File: src/rtl/int_to_dlfloat16_pipe.sv
// Multi-lane two-stage integer to DLFloat16 (1/6/9, bias 31) converter with
// valid/ready flow control, RNE/RTZ rounding, saturation and per-lane flags.
module int_to_dlfloat16_pipe #(
    parameter int         INT_WIDTH = 32,
    parameter int         LANES     = 2,
    parameter logic [3:0] ENA_CODE  = 4'b0111
) (
    input  logic                         clk,
    input  logic                         rst,
    input  logic                         in_valid,
    output logic                         in_ready,
    input  logic [3:0]                   ena,
    input  logic                         signed_mode,
    input  logic                         rnd_mode,
    input  logic [LANES*INT_WIDTH-1:0]   in_int,
    output logic                         out_valid,
    input  logic                         out_ready,
    output logic [LANES*16-1:0]          float_out,
    output logic [LANES*5-1:0]           exceptions
);

    localparam int PW = (INT_WIDTH > 1) ? $clog2(INT_WIDTH) : 1;
    localparam int FW = INT_WIDTH + 10;

    logic                                s1_valid_q, s1_valid_d;
    logic                                s1_conv_q, s1_conv_d;
    logic                                s1_rtz_q, s1_rtz_d;
    logic [LANES-1:0]                    s1_sign_q, s1_sign_d;
    logic [LANES-1:0][INT_WIDTH-1:0]     s1_mag_q, s1_mag_d;
    logic [LANES-1:0][PW-1:0]            s1_pos_q, s1_pos_d;
    logic                                out_valid_q, out_valid_d;
    logic [LANES*16-1:0]                 float_q, float_d;
    logic [LANES*5-1:0]                  exc_q, exc_d;
    logic                                s2_free;

    function automatic logic [INT_WIDTH:0] split_sign(input logic [INT_WIDTH-1:0] x,
                                                      input logic sm);
        logic neg;
        neg = sm && x[INT_WIDTH-1];
        return {neg, neg ? -x : x};
    endfunction

    function automatic logic [PW-1:0] lead_one(input logic [INT_WIDTH-1:0] m);
        logic [PW-1:0] p;
        p = '0;
        for (int unsigned i = 0; i < INT_WIDTH; i++) begin
            if (m[i]) p = PW'(i);
        end
        return p;
    endfunction

    // Returns {flags[4:0], float[15:0]} for one lane.
    function automatic logic [20:0] pack_lane(input logic                 sign,
                                              input logic [INT_WIDTH-1:0] mag,
                                              input logic [PW-1:0]        pos,
                                              input logic                 rtz);
        logic [FW-1:0] frac;
        logic [8:0]    mant;
        logic          g, s, inc;
        logic [9:0]    mant_r;
        logic [7:0]    bexp;
        logic [15:0]   f;
        logic [4:0]    fl;
        // Left-justify so the leading one falls off the top; what remains is mantissa, G, sticky.
        frac   = FW'({mag, 11'b0} << (8'(INT_WIDTH - 1) - 8'(pos)));
        mant   = frac[FW-1 -: 9];
        g      = frac[FW-10];
        s      = |frac[FW-11:0];
        inc    = !rtz && g && (s || mant[0]);
        mant_r = {1'b0, mant} + {9'd0, inc};
        bexp   = 8'(pos) + 8'd31 + {7'd0, mant_r[9]};
        f      = {sign, bexp[5:0], mant_r[8:0]};
        fl     = {1'b0, g | s, 3'b000};
        if (bexp > 8'd63 || (bexp == 8'd63 && mant_r[8:0] == 9'd511)) begin
            f  = {sign, 6'd63, 9'd510};
            fl = 5'b01100;
        end
        if (mag == '0) begin
            f  = '0;
            fl = '0;
        end
        return {fl, f};
    endfunction

    assign s2_free  = !out_valid_q || out_ready;
    assign in_ready = !s1_valid_q || s2_free;

    always_comb begin
        s1_valid_d = s1_valid_q;
        s1_conv_d  = s1_conv_q;
        s1_rtz_d   = s1_rtz_q;
        s1_sign_d  = s1_sign_q;
        s1_mag_d   = s1_mag_q;
        s1_pos_d   = s1_pos_q;
        if (in_ready) s1_valid_d = in_valid;
        if (in_valid && in_ready) begin
            s1_conv_d = (ena == ENA_CODE);
            s1_rtz_d  = rnd_mode;
            for (int unsigned k = 0; k < LANES; k++) begin
                {s1_sign_d[k], s1_mag_d[k]} = split_sign(in_int[k*INT_WIDTH +: INT_WIDTH],
                                                         signed_mode);
                s1_pos_d[k] = lead_one(s1_mag_d[k]);
            end
        end
    end

    always_comb begin
        out_valid_d = out_valid_q;
        float_d     = float_q;
        exc_d       = exc_q;
        if (s2_free) out_valid_d = s1_valid_q;
        if (s2_free && s1_valid_q) begin
            for (int unsigned k = 0; k < LANES; k++) begin
                if (s1_conv_q) begin
                    {exc_d[k*5 +: 5], float_d[k*16 +: 16]} =
                        pack_lane(s1_sign_q[k], s1_mag_q[k], s1_pos_q[k], s1_rtz_q);
                end else begin
                    exc_d[k*5 +: 5]     = '0;
                    float_d[k*16 +: 16] = '0;
                end
            end
        end
    end

    always_ff @(posedge clk) begin
        if (rst) begin
            s1_valid_q  <= 1'b0;
            s1_conv_q   <= 1'b0;
            s1_rtz_q    <= 1'b0;
            s1_sign_q   <= '0;
            s1_mag_q    <= '0;
            s1_pos_q    <= '0;
            out_valid_q <= 1'b0;
            float_q     <= '0;
            exc_q       <= '0;
        end else begin
            s1_valid_q  <= s1_valid_d;
            s1_conv_q   <= s1_conv_d;
            s1_rtz_q    <= s1_rtz_d;
            s1_sign_q   <= s1_sign_d;
            s1_mag_q    <= s1_mag_d;
            s1_pos_q    <= s1_pos_d;
            out_valid_q <= out_valid_d;
            float_q     <= float_d;
            exc_q       <= exc_d;
        end
    end

    assign out_valid  = out_valid_q;
    assign float_out  = float_q;
    assign exceptions = exc_q;

endmodule

File: config.mk
export PLATFORM = sky130hd
export DESIGN_NAME = int_to_dlfloat16_pipe
export DESIGN_NICKNAME = d
export VERILOG_FILES = /design/src/rtl/int_to_dlfloat16_pipe.sv
export SDC_FILE = /design/constraint.sdc
export NUM_CORES = 1
export LEC_CHECK = 0
export CAP_MARGIN = 25
export CORE_UTILIZATION = 53
export DETAILED_ROUTE_END_ITERATION = 6
export PLACE_DENSITY_LB_ADDON = 0.25
export SYNTH_ARGS = -nofsm -noshare
export SYNTH_HDL_FRONTEND = slang
export SYNTH_SLANG_ARGS = --single-unit
File: constraint.sdc
create_clock -name clk -period 12.4 [get_ports clk]
set_input_delay 1.86 -clock clk [delete_from_list [all_inputs] [get_ports clk]]
set_output_delay 1.86 -clock clk [all_outputs]
set_load 0.05 [all_outputs]
# Word level (Yosys, flattened, before mapping)
# Index checks and enable logic that the tools add are counted.
[op_classes]
n_eq_ne = 5
mux = 76
magnitude_cmp = 2
addsub = 10
shift = 2
n_bitwise = 2
n_reduce_logical = 23
[op_table]
columns = ["cell", "count"]
rows = [
  ["5-bit 2-to-1 mux", 64],
  ["43-bit by 8-bit left shift with 42-bit output", 2],
  ["32-bit zero test", 2],
  ["16-bit 2-to-1 mux", 4],
  ["32-bit 2-to-1 mux", 2],
  ["32-bit negator", 2],
  ["32-bit OR reduction", 2],
  ["15-bit 2-to-1 mux", 2],
  ["9-bit by 1-bit adder with 10-bit output", 2],
  ["9-bit == test (second input constant)", 2],
  ["6-bit by 1-bit adder with 7-bit output", 2],
  ["7-bit by 6-bit == test with 1-bit output (second input constant)", 2],
  ["7-bit by 6-bit > comparator with 1-bit output (second input constant)", 2],
  ["5-bit by 5-bit adder with 6-bit output (second input constant)", 2],
  ["5-bit by 5-bit subtractor with 6-bit output (first input constant)", 2],
  ["1-bit logical AND", 10],
  ["4-bit 2-to-1 mux", 2],
  ["1-bit logical OR", 6],
  ["4-bit by 3-bit == test with 1-bit output (second input constant)", 1],
  ["1-bit zero test", 3],
  ["1-bit 2-to-1 mux", 2],
  ["1-bit bitwise OR", 2],
]
[totals]
in_bits = 74
register_bits = 122
wordCells = 131

# Longest topological paths before layout
[depth]
depth_word = 33
mapped_depth = 27

# Least setup slack after synthesis
# Ideal clock, no wire load.
[synth_path]
path_kind = "reg2reg"
from = "register s1_pos_q[1] in the netlist's numbering"
to = "register float_q[0], in the netlist float_out[0]"
path_stages_with_launch = 25
t_required_ps = 12283
t_arrival_ps = 4695
path_buffers = 4
setup_slack_ps = 7587
setup_ps = 117
period_less_slack_ps = 4813
cell_sequence = "dfxtp_1 > buf_4 > buf_2 > buf_2 > buf_1 > mux2_2 > or4_1 > o31ai_1 > a41oi_1 > nor2_1 > nor3_1 > ha_1 > inv_1 > a2111oi_0 > o21ai_0 > nand2b_1 > nor2_1 > nand2_1 > ha_1 > ha_1 > nor4_1 > nand2_1 > nor3_1 > nand4_1 > a32o_1"
[synth_between]
elab_chain_cells = 13
word_cells_on_any_way = 17
[synth_lines]
columns = ["element", "line_no", "rtl"]
rows = [
  ["start: declaration", "30", "logic [LANES-1:0][PW-1:0] s1_pos_q, s1_pos_d;"],
  ["start signal: assignment", "142", "s1_pos_q <= s1_pos_d;"],
  ["parallel branches: the longest is 10 deep, another holds 9-bit by 1-bit adder with 10-bit output", "n/a", ""],
  ["15-bit 2-to-1 mux *", "74", "if (bexp > 8'd63 || (bexp == 8'd63 && mant_r[8:0] == 9'd511)) begin"],
  ["16-bit 2-to-1 mux *", "78", "if (mag == '0) begin"],
  ["16-bit 2-to-1 mux *", "114", "if (s1_conv_q) begin"],
  ["end signal: assignment", "144", "float_q <= float_d;"],
  ["end: declaration", "32", "logic [LANES*16-1:0] float_q, float_d;"],
]
# Every way passes the cells marked *.
# A chain may end at the register's enable or synchronous reset.

# Worst setup path after layout
[layout_path]
from = "register s1_pos_q[0] in the netlist's numbering"
to = "register float_q[0], in the netlist float_out[0]"
# The elaborated chain is that of the path after synthesis.

==> flow_summary_export.csv <==
group,metric,value,unit
outcome,outcome,"completed",
critical_path,worstPathArrival,5.90,ns
global_route,gr-usage-all-layers,29.31,%
placed_design,dpl_cell_area,0.01230,mm^2
cts,cts_made_buffers,17,
sta,worst_slew_pin_slew,0.9533,ns
cts,cts_setup_buffers,0,
logic_synthesis,synth_top_area_share,20.54,%
cts,clkLatencyLatePin,0.41,ns
logic_synthesis,yosysTopAreaCell,"dfxtp_1",
critical_path,worstSetupStartpointType,"flop",
pwr,pwr_density_cell,106.8,mW/mm^2
cts,cts_tree,"done",
logic_synthesis,synth-edff-count,0,
sta,grt_setup_unrepaired,"no",
sta,hold_violations,0,
logic_synthesis,async_flop_share,0,%
routing,drt-initial-drc-count,1028,
pwr,pwr-share-comb,31.3,%
logic_synthesis,syn_inst,1396,
pwr,power_switching,473.1,uW
finish,drive_gt1_share,11.98,%
cts,root_buffer,"clkbuf_16",
pwr,power,1.381,mW
logic_synthesis,ys_ff_latch,116,
sta,setup_ws,6.805,ns
critical_path,crit_slowest_cell,"inv_1",
global_route,grt_pass1_wl,52310,um
floorplan,die_h,148.0,um
routing,wl_per_cell,18.73,um
placed_design,pre_cts_ws,6.908,ns
pwr,p_leak,4.465,nW
cts,clkSinkCount,116,
cts,h-tree-depth,4,
sta,slew_viol_final,0,
logic_synthesis,synthFlopType,"dfxtp_1",
routing,num_vias,11223,
finish,n_antenna_cell,0,
sta,finalSetupViolCount,0,
floorplan,die_x,148.0,um
sta,finalClockSkew,0.01118,ns
routing,route.detailed.drc,0,
cts,hold_buffers,0,
sta,whs,0.4537,ns
placed_design,port_buffers,111,
sta,timing.final.crit_share,45.12,%
routing,finalWirelength,31880,um
floorplan,ioPinCount,118,
critical_path,timing.rr.end,"float_out[0]$_SDFFE_PP0P_",
logic_synthesis,syn_area,0.01130,mm^2
pwr,p_int,907.5,uW
job,drv_cap,0,
sta,period_needed,5.595,ns
pwr,switching_share,34.27,%
pwr,clock_power_share,37.4,%
placed_design,dp.final_hpwl,23470,um
critical_path,crit_path_cell_trace,"buf_4 -> inv_1 -> mux2i_1 -> nor3_1 -> o21ai_0 -> o31ai_1 -> a41oi_1 -> nor2_1 -> nor3_1 -> ha_1 -> inv_1 -> a2111oi_0 -> o21ai_0 -> nand2b_1 -> nor2_1 -> nand2_1 -> ha_1 -> ha_1 -> nor4_1 -> nand2_1 -> nor3_1 -> nand4_1 -> a32o_1",
global_route,antenna_found_initial,0,
cts,cts.repair.resized,0,
critical_path,crit-reg2reg-launch,"s1_pos_q[0]$_SDFFE_PP0P_",
critical_path,r2r_cells,23,
critical_path,endpoint_kind,"flop",
critical_path,endpoint,"float_out[0]$_SDFFE_PP0P_",
min_path,holdCritStartpoint,"exceptions[7]$_SDFFE_PP0P_",
global_route,grt_pass1_vias,10017,
critical_path,rrSetupSlack,6.80,ns
logic_synthesis,synth_area_per_cell,8.097,um^2
logic_synthesis,yosysWarnings,0,
critical_path,startpoint,"s1_pos_q[0]$_SDFFE_PP0P_",
critical_path,max_stage_delay,0.50,ns
finish,final_nets,1498,
cts,clk_path_buf_depth,2,
routing,firstDrtPassIters,6,
finish,final_area,0.01293,mm^2
critical_path,crit_type,"flop to flop",
floorplan,core,0.02096,mm^2
sta,final.setup.tns,0,ns
routing,drtAntennaViolNets,0,
min_path,min_path_type,"flop to flop",
finish,area_growth,14.41,%
logic_synthesis,yosysSeqAreaShare,20.54,%
logic_synthesis,ys_top_cells_by_area,"dfxtp_1 21%, mux4_2 13%, nor2_1 5.4%",
sta,slew_headroom,36.36,%
finish,fill_cells,1848,
global_route,grt_max_degree,83,
critical_path,required,12.70,ns
critical_path,path_max_fanout,33,
pwr,worst_ir_drop_vdd,0.0001134,V
floorplan,die-area,0.02191,mm^2
cts,path_clk_slew,0.06,ns
logic_synthesis,synth_cell_types,82,
global_route,grt_overflow,0,
sta,fmaxAchievable,178.7,MHz
routing,viasPerCell,6.594,
floorplan,rows,53,
placed_design,gp_congestion,0.8906,
pwr,pwr-share-seq,31.3,%
floorplan,start_util,53.94,%
## stage by stage
stage               utilization (%)  cells
floorplan                         -   1401
global placement              58.68   1668
detailed placement            58.72   1669
CTS                           61.68   1701
global route                  61.71   1702
finish                        61.71   1702
## state kept, by name (all words and copies together) (netlist names)
signal	count
exceptions	4
float_out	32
out_valid	1
s1_conv_q	1
s1_mag_q	64
s1_pos_q	10
s1_rtz_q	1
s1_sign_q	2
s1_valid_q	1
## logic make-up (layout without fill, tap and decap cells)
| family | Yosys count | after routing | share of synthesized area, % |
|---|---|---|---|
| multiplexers | 153 | 153 | 21.13 |
| flip-flops | 116 | 116 | 20.54 |
| adder cells (fa/ha/maj) | 10 | 10 | 1.107 |
| other | 1 | 6 | 0.03318 |
| buffers and inverters | 163 | 189 | 6.066 |
| XOR/XNOR | 68 | 68 | 5.335 |
| AND/OR/NAND/NOR | 525 | 525 | 23.00 |
| AO/OA/AOI/OAI | 360 | 360 | 22.78 |
## critical path, delay by kind of cell (launching register included)
kind	cells	cell delay (ns)
fa+ha+maj	3	0.71
simple gates	10	1.53
flops	1	0.31
mux	1	0.34
compound gates	6	1.62
buf+inv	3	0.97
## per-layer routing
layer  vias up  share of wire (%)  track usage [%]
li1       5369                  -                -
met1      5279                 47            43.67
met5         -                  0                0
met3        59                7.4            3.302
met4         0                2.0            9.742
met2       516                 44            43.69
## final cells by class
type / count / area [um^2] / share of cell area [%]
multi-input cells: 1122 / 8317 / 64.31
clock inverters: 15 / 195.2 / 1.509
repair buffers: 123 / 1199 / 9.269
well taps: 275 / 344.1 / 2.661
clock buffers: 17 / 425.4 / 3.289
flip-flops and latches: 116 / 2325 / 17.98
inverters: 34 / 127.6 / 0.9868
## cell usage after synthesis (8+ instances only)
master,instances
a211oi_1,68
a21oi_1,67
a22oi_1,20
a31oi_1,25
a32o_1,10
a32oi_1,8
a41oi_1,9
and2_1,18
buf_1,9
buf_2,14
buf_4,13
clkbuf_1,92
dfxtp_1,116
ha_1,10
inv_1,32
mux2_2,35
mux2i_1,53
mux4_2,65
nand2_1,123
nand2b_1,16
nand3_1,25
nand4_1,19
nor2_1,164
nor2b_1,12
nor3_1,44
nor4_1,39
o211ai_1,9
o21ai_0,45
o31ai_1,12
or3_1,17
or4_1,10
xnor2_1,43
xor2_1,24
## power by group through the flow
stage / clock [mW] / sequential [mW] / combinational, mW
2_1_floorplan: 0 / 0.421 / 0.331
6_report: 0.516 / 0.432 / 0.432
4_1_cts: 0.522 / 0.431 / 0.426
3_3_place_gp: 0 / 0.437 / 0.418
5_1_grt: 0.538 / 0.436 / 0.469
3_5_place_dp: 0 / 0.438 / 0.423
## how the worst min path moves through the flow
stage                                            end  slack [ns]  depth (start not counted)
after floorplan            s1_sign_q[0]$_SDFFE_PP0P_        0.44                          2
after global placement    exceptions[7]$_SDFFE_PP0P_        0.44                          2
after detailed placement  exceptions[7]$_SDFFE_PP0P_        0.45                          2
after CTS                  s1_sign_q[0]$_SDFFE_PP0P_        0.46                          2
after global routing       s1_sign_q[0]$_SDFFE_PP0P_        0.49                          2
final                     exceptions[7]$_SDFFE_PP0P_        0.45                          2
## cells in the final DEF, fill, tap and decap left out, types with 8 or more instances in the layout
master	n
nor2_1	164
nand2_1	123
dfxtp_1	114
clkdlybuf4s50_1	110
a211oi_1	68
a21oi_1	67
mux4_2	65
mux2i_1	53
o21ai_0	45
nor3_1	44
xnor2_1	43
nor4_1	39
mux2_2	35
inv_1	32
a31oi_1	25
nand3_1	25
xor2_1	24
a22oi_1	20
nand4_1	19
and2_1	17
or3_1	17
clkbuf_16	17
nand2b_1	16
o31ai_1	12
nor2b_1	12
buf_4	12
or4_1	10
a32o_1	10
ha_1	10
o211ai_1	9
a41oi_1	9
a32oi_1	8
No activity file was read; power rests on OpenSTA's default activity.
